<file path="config.mk">
export PLATFORM = sky130hd
export DESIGN_NAME = fl_test_utils_flat
export DESIGN_NICKNAME = d
export VERILOG_FILES = /design/src/rtl/fl_test_utils_pkg.sv /design/src/rtl/fl_test_utils_if.sv /design/src/rtl/fl_sat_counter.sv /design/src/rtl/fl_test_utils.sv /design/src/flat_wrapper.sv
export SDC_FILE = /design/constraint.sdc
export NUM_CORES = 1
export LEC_CHECK = 0
export ABC_AREA = 1
export BUFFER_PORTS_ARGS = -buffer_cell sky130_fd_sc_hd__buf_2
export CAP_MARGIN = 15
export CELL_PAD_IN_SITES_DETAIL_PLACEMENT = 0
export CELL_PAD_IN_SITES_GLOBAL_PLACEMENT = 2
export CORE_MARGIN = 5
export CORE_UTILIZATION = 28
export DETAILED_ROUTE_END_ITERATION = 8
export PLACE_DENSITY = 0.84
export SYNTH_ARGS = -nofsm -noshare
export SYNTH_HDL_FRONTEND = slang
export SYNTH_SLANG_ARGS = --single-unit
</file>
<file path="constraint.sdc">
create_clock -name clk -period 2.1 [get_ports clk]
set_input_delay 0.105 -clock clk [delete_from_list [all_inputs] [get_ports clk]]
set_output_delay 0.105 -clock clk [all_outputs]
set_load 0.02 [all_outputs]
</file>
<file path="src/rtl/fl_test_utils_pkg.sv">
// fl_test_utils_pkg: shared types and default widths for the test-utility monitor.
// Latency: n/a (declarations only).
// Backpressure: n/a.
// Contents: RUN/DONE state enum, status struct, default parameter constants.
package fl_test_utils_pkg;

  localparam int FL_DEFAULT_WIDTH     = 32;
  localparam int FL_DEFAULT_CNT_WIDTH = 16;
  localparam int FL_DEFAULT_TIMEOUT   = 10000;
  localparam int FL_CYCLE_WIDTH       = 32;

  // RUN after reset; DONE is sticky until reset.
  typedef enum logic {
    ST_RUN  = 1'b0,
    ST_DONE = 1'b1
  } state_t;

  // Verdict-relevant status at the default counter width.
  typedef struct packed {
    logic [FL_DEFAULT_CNT_WIDTH-1:0] n_checks;
    logic [FL_DEFAULT_CNT_WIDTH-1:0] n_fails;
    logic                            fail;
    logic                            timeout;
    logic                            done;
  } status_t;

endpackage

</file>
<file path="src/rtl/fl_test_utils_if.sv">
// fl_test_utils_if: check bus from a stream source/sink into the monitor.
// Latency: n/a (wires only).
// Backpressure: none; every presented check is consumed while the monitor runs.
// Signals: chk_val, chk_dut, chk_ref, chk_mask, test_done.
interface fl_test_utils_if #(
  parameter int p_width = 32
) ();

  logic               chk_val;
  logic [p_width-1:0] chk_dut;
  logic [p_width-1:0] chk_ref;
  logic [p_width-1:0] chk_mask;
  logic               test_done;

  modport master (
    output chk_val,
    output chk_dut,
    output chk_ref,
    output chk_mask,
    output test_done
  );

  modport slave (
    input chk_val,
    input chk_dut,
    input chk_ref,
    input chk_mask,
    input test_done
  );

endinterface

</file>
<file path="src/rtl/fl_sat_counter.sv">
// fl_sat_counter: up-counter that holds at all-ones instead of wrapping.
// Latency: 1 cycle from en to cnt.
// Backpressure: none.
// Ports: clk, rst (async active-low clear), en (count this cycle), cnt.
module fl_sat_counter #(
  parameter int p_width = 16
) (
  input  logic               clk,
  input  logic               rst,
  input  logic               en,
  output logic [p_width-1:0] cnt
);

  localparam logic [p_width-1:0] ONE = {{(p_width-1){1'b0}}, 1'b1};

  always_ff @(posedge clk or negedge rst) begin
    if (!rst) begin
      cnt <= '0;
    end else if (en && (cnt != '1)) begin
      cnt <= cnt + ONE;
    end
  end

endmodule

</file>
<file path="src/rtl/fl_test_utils.sv">
// fl_test_utils: masked compare monitor with counters, first-mismatch capture and verdict.
// Latency: 1 cycle from a presented check to counters/fail/capture.
// Backpressure: none; checks are accepted every cycle in RUN and ignored in DONE.
// Ports: clk, rst (async active-low), chk (check bus slave), n_checks, n_fails, fail,
//        first_fail_idx/dut/ref, cycles, timeout, done, pass.
// Option: define FL_TEST_UTILS_TIMEOUT_EN to enable the p_timeout cycle watchdog.
module fl_test_utils
  import fl_test_utils_pkg::*;
#(
  parameter int p_width     = FL_DEFAULT_WIDTH,
  parameter int p_cnt_width = FL_DEFAULT_CNT_WIDTH,
  parameter int p_timeout   = FL_DEFAULT_TIMEOUT
) (
  input  logic                      clk,
  input  logic                      rst,
  fl_test_utils_if.slave            chk,
  output logic [p_cnt_width-1:0]    n_checks,
  output logic [p_cnt_width-1:0]    n_fails,
  output logic                      fail,
  output logic [p_cnt_width-1:0]    first_fail_idx,
  output logic [p_width-1:0]        first_fail_dut,
  output logic [p_width-1:0]        first_fail_ref,
  output logic [FL_CYCLE_WIDTH-1:0] cycles,
  output logic                      timeout,
  output logic                      done,
  output logic                      pass
);

  state_t state;
  state_t state_nxt;
  logic   running;
  logic   mismatch;
  logic   accept;
  logic   bad_check;
  logic   timeout_hit;

  assign running   = (state == ST_RUN);
  // Masked-off bits never contribute, so an all-zero mask always matches.
  assign mismatch  = |((chk.chk_dut ^ chk.chk_ref) & chk.chk_mask);
  assign accept    = chk.chk_val & running;
  assign bad_check = accept & mismatch;

`ifdef FL_TEST_UTILS_TIMEOUT_EN
  // Fire on the edge at which cycles becomes p_timeout, so cycles freezes at p_timeout.
  localparam logic [FL_CYCLE_WIDTH-1:0] TO_LAST = FL_CYCLE_WIDTH'(p_timeout - 1);
  assign timeout_hit = running && (cycles == TO_LAST);
`else
  localparam int unused_p_timeout = p_timeout;
  assign timeout_hit = 1'b0;
`endif

  // ---------------- FSM: state register ----------------
  always_ff @(posedge clk or negedge rst) begin
    if (!rst) begin
      state <= ST_RUN;
    end else begin
      state <= state_nxt;
    end
  end

  // ---------------- FSM: next state ----------------
  always_comb begin
    state_nxt = state;
    case (state)
      ST_RUN:  if (chk.test_done || timeout_hit) state_nxt = ST_DONE;
      ST_DONE: state_nxt = ST_DONE;
      default: state_nxt = ST_DONE;
    endcase
  end

  // ---------------- FSM: outputs ----------------
  always_comb begin
    done = (state == ST_DONE);
    pass = done & ~fail;
  end

  // ---------------- counters ----------------
  fl_sat_counter #(.p_width(p_cnt_width)) u_n_checks (
    .clk (clk),
    .rst (rst),
    .en  (accept),
    .cnt (n_checks)
  );

  fl_sat_counter #(.p_width(p_cnt_width)) u_n_fails (
    .clk (clk),
    .rst (rst),
    .en  (bad_check),
    .cnt (n_fails)
  );

  fl_sat_counter #(.p_width(FL_CYCLE_WIDTH)) u_cycles (
    .clk (clk),
    .rst (rst),
    .en  (running),
    .cnt (cycles)
  );

  // ---------------- sticky flags ----------------
  always_ff @(posedge clk or negedge rst) begin
    if (!rst) begin
      fail    <= 1'b0;
      timeout <= 1'b0;
    end else begin
      if (bad_check || timeout_hit) fail <= 1'b1;
      if (timeout_hit) timeout <= 1'b1;
    end
  end

  // ---------------- first-mismatch capture ----------------
  // fail is still clear on the first mismatching edge; a prior timeout would
  // have moved to DONE, so !fail uniquely marks "no mismatch captured yet".
  always_ff @(posedge clk or negedge rst) begin
    if (!rst) begin
      first_fail_idx <= '0;
      first_fail_dut <= '0;
      first_fail_ref <= '0;
    end else if (bad_check && !fail) begin
      first_fail_idx <= n_checks;
      first_fail_dut <= chk.chk_dut;
      first_fail_ref <= chk.chk_ref;
    end
  end

endmodule

</file>
<file path="src/flat_wrapper.sv">
// flat-port wrapper written by rule: the top's interface ports become plain ports
module fl_test_utils_flat import fl_test_utils_pkg::*;
#(
  parameter int p_width     = FL_DEFAULT_WIDTH,
  parameter int p_cnt_width = FL_DEFAULT_CNT_WIDTH,
  parameter int p_timeout   = FL_DEFAULT_TIMEOUT
)
  (clk, rst, n_checks, n_fails, fail, first_fail_idx, first_fail_dut, first_fail_ref, cycles, timeout, done, pass, chk_chk_val, chk_chk_dut, chk_chk_ref, chk_chk_mask, chk_test_done);
  fl_test_utils_if #(.p_width(p_width)) chk_i ();
  input  logic clk;
  input  logic rst;
  output logic [p_cnt_width-1:0] n_checks;
  output logic [p_cnt_width-1:0] n_fails;
  output logic fail;
  output logic [p_cnt_width-1:0] first_fail_idx;
  output logic [p_width-1:0] first_fail_dut;
  output logic [p_width-1:0] first_fail_ref;
  output logic [FL_CYCLE_WIDTH-1:0] cycles;
  output logic timeout;
  output logic done;
  output logic pass;
  input wire logic [$bits(chk_i.chk_val)-1:0] chk_chk_val;
  input wire logic [$bits(chk_i.chk_dut)-1:0] chk_chk_dut;
  input wire logic [$bits(chk_i.chk_ref)-1:0] chk_chk_ref;
  input wire logic [$bits(chk_i.chk_mask)-1:0] chk_chk_mask;
  input wire logic [$bits(chk_i.test_done)-1:0] chk_test_done;
  assign chk_i.chk_val = chk_chk_val;
  assign chk_i.chk_dut = chk_chk_dut;
  assign chk_i.chk_ref = chk_chk_ref;
  assign chk_i.chk_mask = chk_chk_mask;
  assign chk_i.test_done = chk_test_done;
  fl_test_utils #(.p_width(p_width), .p_cnt_width(p_cnt_width), .p_timeout(p_timeout)) u_core (.clk(clk), .rst(rst), .chk(chk_i), .n_checks(n_checks), .n_fails(n_fails), .fail(fail), .first_fail_idx(first_fail_idx), .first_fail_dut(first_fail_dut), .first_fail_ref(first_fail_ref), .cycles(cycles), .timeout(timeout), .done(done), .pass(pass));
endmodule
</file>
After elaboration in Yosys (flattened, before gate mapping)
Cells that the tools add are included.
Storage, ports and cells
  word-level logic and storage cells: 29
  register bits: 146
  output and inout bits: 148
  input bits: 100
Operators by class
  bitwise operators: 7
  mux-type cells: 2
  add/sub/neg operators: 3
  equal/unequal tests: 3
  reduce and logical (&&, ||, !) cells: 6
Operators by type and width (count)
  $add 16x1->16 const B: 2
  $add 32x1->32 const B: 1
  $and 32x32->32: 1
  $ne 16x16->1 const B: 2
  $ne 32x32->1 const B: 1
  $reduce_or 32->1: 1
  $xor 32x32->32: 1
  $logic_and 1x1->1: 4
  $and 1x1->1: 3
  $not 1->1: 2
  $pmux 1 s2: 1
  $logic_not 1->1: 1
  $mux 1: 1

Longest topological paths before layout
  depth after elaboration: 5
  gate-level depth with buffers: 12
  gate-level depth less buffers: 11

Cells and area by module
From an unflattened synthesis, not the netlist that was laid out.
Second synthesis, totals
  cell total of the unflattened synthesis: 1181
  area, all modules: 8411.8 um^2
Modules (own cells, without submodules)
  fl_test_utils: seq. area each 2052.0 um^2, cells each 550, area each 4103.9 um^2, times used 1
  fl_sat_counter at u_core.u_cycles: seq. area each 800.8 um^2, cells each 333, area each 2190.9 um^2, times used 1
  fl_sat_counter at u_core.u_n_checks ...: seq. area each 400.4 um^2, cells each 149, area each 1058.5 um^2, times used 2

Least setup slack after synthesis
Ideal clock, no wire load.
  kind: register to register
  from: reg u_core.u_n_fails.cnt[0]
  to: reg u_core.u_n_fails.cnt[6]
  arrival time: 1.663 ns
  stages on the path, launching flop included: 8
  buffers on the path: 1
  data required time: 1.982 ns
  library setup time: 0.118 ns
  setup slack: 0.319 ns
  clock period less this slack: 1.781 ns
  path through: dfrtp_1 -> ha_1 -> nand3_2 -> nor2_1 -> nand4_2 -> clkbuf_1 -> nand4_1 -> nand2_1
Between the ends
  cells in the longest elaborated chain, start to end: 2
  elaborated cells on any way between the ends: 3
  classes of those cells: 1 x add/sub; 1 x eq/ne; 1 x reduce/logical
RTL lines
  from (decl): line fl_sat_counter.sv:11  | output logic [p_width-1:0] cnt
  from (signal assigned): line fl_sat_counter.sv:20  | cnt <= cnt + ONE;
  branches (longest 2 deep; another with $add 16x1->16)
Parallel ways; which one is timed is not known.
A chain may end at the register's enable or synchronous reset.

Worst setup path in the final report
  from: reg u_core.u_cycles.cnt[0]
  to: reg u_core.u_cycles.cnt[10]
Between the ends
  cells in the longest elaborated chain, start to end: 2
  elaborated cells on any way between the ends: 3
  classes of those cells: 1 x add/sub; 1 x eq/ne; 1 x reduce/logical
RTL lines (line)
  from (decl): fl_sat_counter.sv:11
  from (signal assigned): fl_sat_counter.sv:20
  branches (longest 2 deep; another with $add 32x1->32)
Parallel ways; which one is timed is not known.

==> metrics.yaml <==
synth_area_leaders: "dfrtp_1, nand2_1, nand4_1"
critPathArrivalTime_ns: 2.21
grt_pass1_wl_mm: 42.3
synth_top_area_share_pct: 46.2
tritoncts: "done"
max_stage_delay_ns: 0.41
start_util_pct: 28.4
dominantRegCellSynth: "dfrtp_1"
worstPathBufferInverterCount: 2
syn_nets: 1141
path_cells: "ha_1 -> nand3_2 -> inv_1 -> nand2_2 -> nor2_4 -> nand3_2 -> nand2_8 -> inv_4 -> nand2_1 -> nand2_1 -> nand2_1"
antenna_found_initial: 3
worst_path_max_delay_cell: "dfrtp_1"
ir_drop_mv: 0.482
dpl.hpwl_mm: 19.9
synth_cell_type_count: 32
setup_tns_ns: 0
cts_made_buffers: 17
rsz0062_at_grt: "false"
grt_overflow: 0
clock-sinks: 146
drtIter0Drc: 460
status: "finished, final reports clean"
fin_util_pct: 39.3
dr.pass1.iters: 5
core_sq_um: 27900
maxCapViolCount: 0
yosys_register_bits: 146
cp.required_ns: 2.43
fin_crit_sh_pct: 89.7
hp-class: "in -> async"
htree_levels: 4
synth_cells: 1038
grt_max_degree: 59
powerDensity_nw_per_um2: 604
wl_per_cell_um: 15.5
port_buffers: 246
maxSlewHeadroom_pct: 63.3
hold_viol_final: 0
avgSynthCellArea_sq_um: 7.62
netlist_area_sq_um: 7910
synth_edf_count: 0
io-pin-count: 248
drc: 0
ys.warnings.count: 0
layout_commonest_cell: "nand2_1"
dpl-instance-area_sq_um: 9650
critical_path.most_common_cell: "nand2_1"
yosysTopAreaCell: "dfrtp_1"
synth-seq-area-share_pct: 46.2
cts_buffer_depth: 2
timing.rr.end: "u_core.u_cycles.cnt[10]"
dieHeight_um: 178
rrSetupSlack_ns: 0.22
setup_viol: 0
fmax_ghz: 0.531
fin_area_sq_um: 11000
cp-start-kind: "flop"
globalRouteTotalUtil_pct: 16.8
grt_pass1_vias: 7721
via_count: 7860
fp-row-count: 61
final_cell_mix: "nand2_1, buf_2, dfrtp_1, nand4_1, inv_1"
r2r_start: "u_core.u_cycles.cnt[0]"
tightestPinTransition_ns: 0.550
path_clk_slew_ns: 0.07
cts_root_buf: "clkbuf_16"
place_congestion: 0.825
slew_viol_final: 0
drive_gt1_share_pct: 24.3
worstSetupPathType: "reg -> reg"
finClkSkew_ns: 0.0153
ff2ff_path_depth: 11
dieArea_sq_um: 31700
drt-vias-per-instance: 4.50
clock_latency_ns: 0.43
fillers: 2946
cp_top_family: "simple AND/OR/NAND/NOR gates"
areaGrowthSynthToFinish_pct: 38.5
nets: 1455
fp.dieW_um: 178
async_flop_share_pct: 100
path_max_fanout: 33
period_minus_slack_ns: 1.88
wl_mm: 27.1
leakagePower_uw: 0.00614
cp-end-kind: "flop"
ant_nets: 0
## timing repair
action / in CTS / in global routing
endpoints found under the hold margin: 110 / 0
hold buffers: 66 / 0
buffers inserted: 0 / 0
resized for setup: 0 / 3
endpoints found under the setup margin: 0 / 13
## worst register-to-register path, stage by stage, from the launching register on
cell and delay (ns):
dfrtp_1 0.41, ha_1 0.25, nand3_2 0.11, inv_1 0.06, nand2_2 0.11, nor2_4 0.07, nand3_2 0.12, nand2_8 0.12
inv_4 0.32, nand2_1 0.11, nand2_1 0.08, nand2_1 0.04
## state kept, by name, summed over array words and instances (netlist names)
register               count
u_core.first_fail_ref     32
u_core.u_cycles.cnt       32
u_core.u_n_checks.cnt     16
u_core.first_fail_dut     32
u_core.fail                1
u_core.first_fail_idx     16
u_core.u_n_fails.cnt      16
u_core.done                1
## stage by stage
step | cells | hold WS (ns) | total power, uW | worst slack, ns
after floorplan | 1038 | -0.191 | 3020 | 0.319
final | 1745 | 0.178 | 6620 | 0.217
after CTS | 1742 | 0.207 | 6730 | 0.150
after global routing | 1744 | 0.222 | 6900 | 0.00748
after global placement | 1645 | 0.105 | 3270 | 0.205
after detailed placement | 1645 | 0.113 | 3280 | 0.162
## report_power, final
part	internal, uW	total, uW	leakage, uW	switching, uW
Clock	1960	3310	0.000303	1350
Combinational	228	474	0.00382	246
Sequential	2820	2840	0.00202	15.2
## area by class of cell
class | instances | area [sq um] | area share, %
Antenna cell | 3 | 7.51 | 0.0685
Clock buffer | 19 | 453 | 4.13
Clock inverter | 12 | 170 | 1.55
Inverter | 105 | 398 | 3.63
Multi-Input combinational cell | 742 | 3620 | 33.0
Sequential cell | 146 | 3650 | 33.3
Tap cell | 378 | 473 | 4.32
Timing Repair Buffer | 340 | 2180 | 19.9
## worst max path at each step
| stage | from | endpoint | slack [ns] | cells past startpoint |
|---|---|---|---|---|
| 2_1_floorplan | u_core.u_n_fails.cnt[0] | u_core.u_n_fails.cnt[6] | 0.32 | 7 |
| 3_3_place_gp | u_core.u_n_checks.cnt[1] | u_core.u_n_checks.cnt[8] | 0.20 | 10 |
| 3_5_place_dp | u_core.u_cycles.cnt[0] | u_core.u_cycles.cnt[5] | 0.16 | 10 |
| 4_1_cts | u_core.u_cycles.cnt[0] | u_core.u_cycles.cnt[23] | 0.15 | 10 |
| 5_1_grt | u_core.u_cycles.cnt[0] | u_core.u_cycles.cnt[16] | 0.007 | 11 |
| 6_report | u_core.u_cycles.cnt[0] | u_core.u_cycles.cnt[10] | 0.22 | 11 |
## Yosys cell counts, types with 2 or more instances
cell        n
xnor2_1    17
nand3_1    47
o21ai_0    11
nand3_2     5
xor2_1     34
clkbuf_1   13
nand4_1   103
nor3_2      4
ha_1        3
nor4_1      3
buf_6       7
nand2_2     2
nand3b_1    4
or2_1       2
nand2_1   417
buf_4      13
inv_1     102
dfrtp_1   146
buf_1      11
nor3_1     23
nor2_1     53
o21ai_2     7
inv_2       2
## layer usage
metal  share of wire (%)  vias to the layer above  GRT usage (%)
li1                    -                     3951              -
met1                  45                     3668           22.4
met2                  46                      189           26.5
met3                 5.5                       50           3.92
met4                 3.3                        2           6.67
met5               0.026                        -              0
## kinds of logic (layout without fill, tap and decap cells)
logic type	Yosys count	after routing	synth area share [%]
AND/OR/NAND/NOR	669	669	37.7
buffers and inverters	150	476	8.45
flip-flops	146	146	46.2
XOR/XNOR	51	51	5.65
AO/OA/AOI/OAI	18	18	1.47
adder cells (fa/ha/maj)	3	3	0.475
other	1	4	0.0474
(Power assumes the default switching activity.)
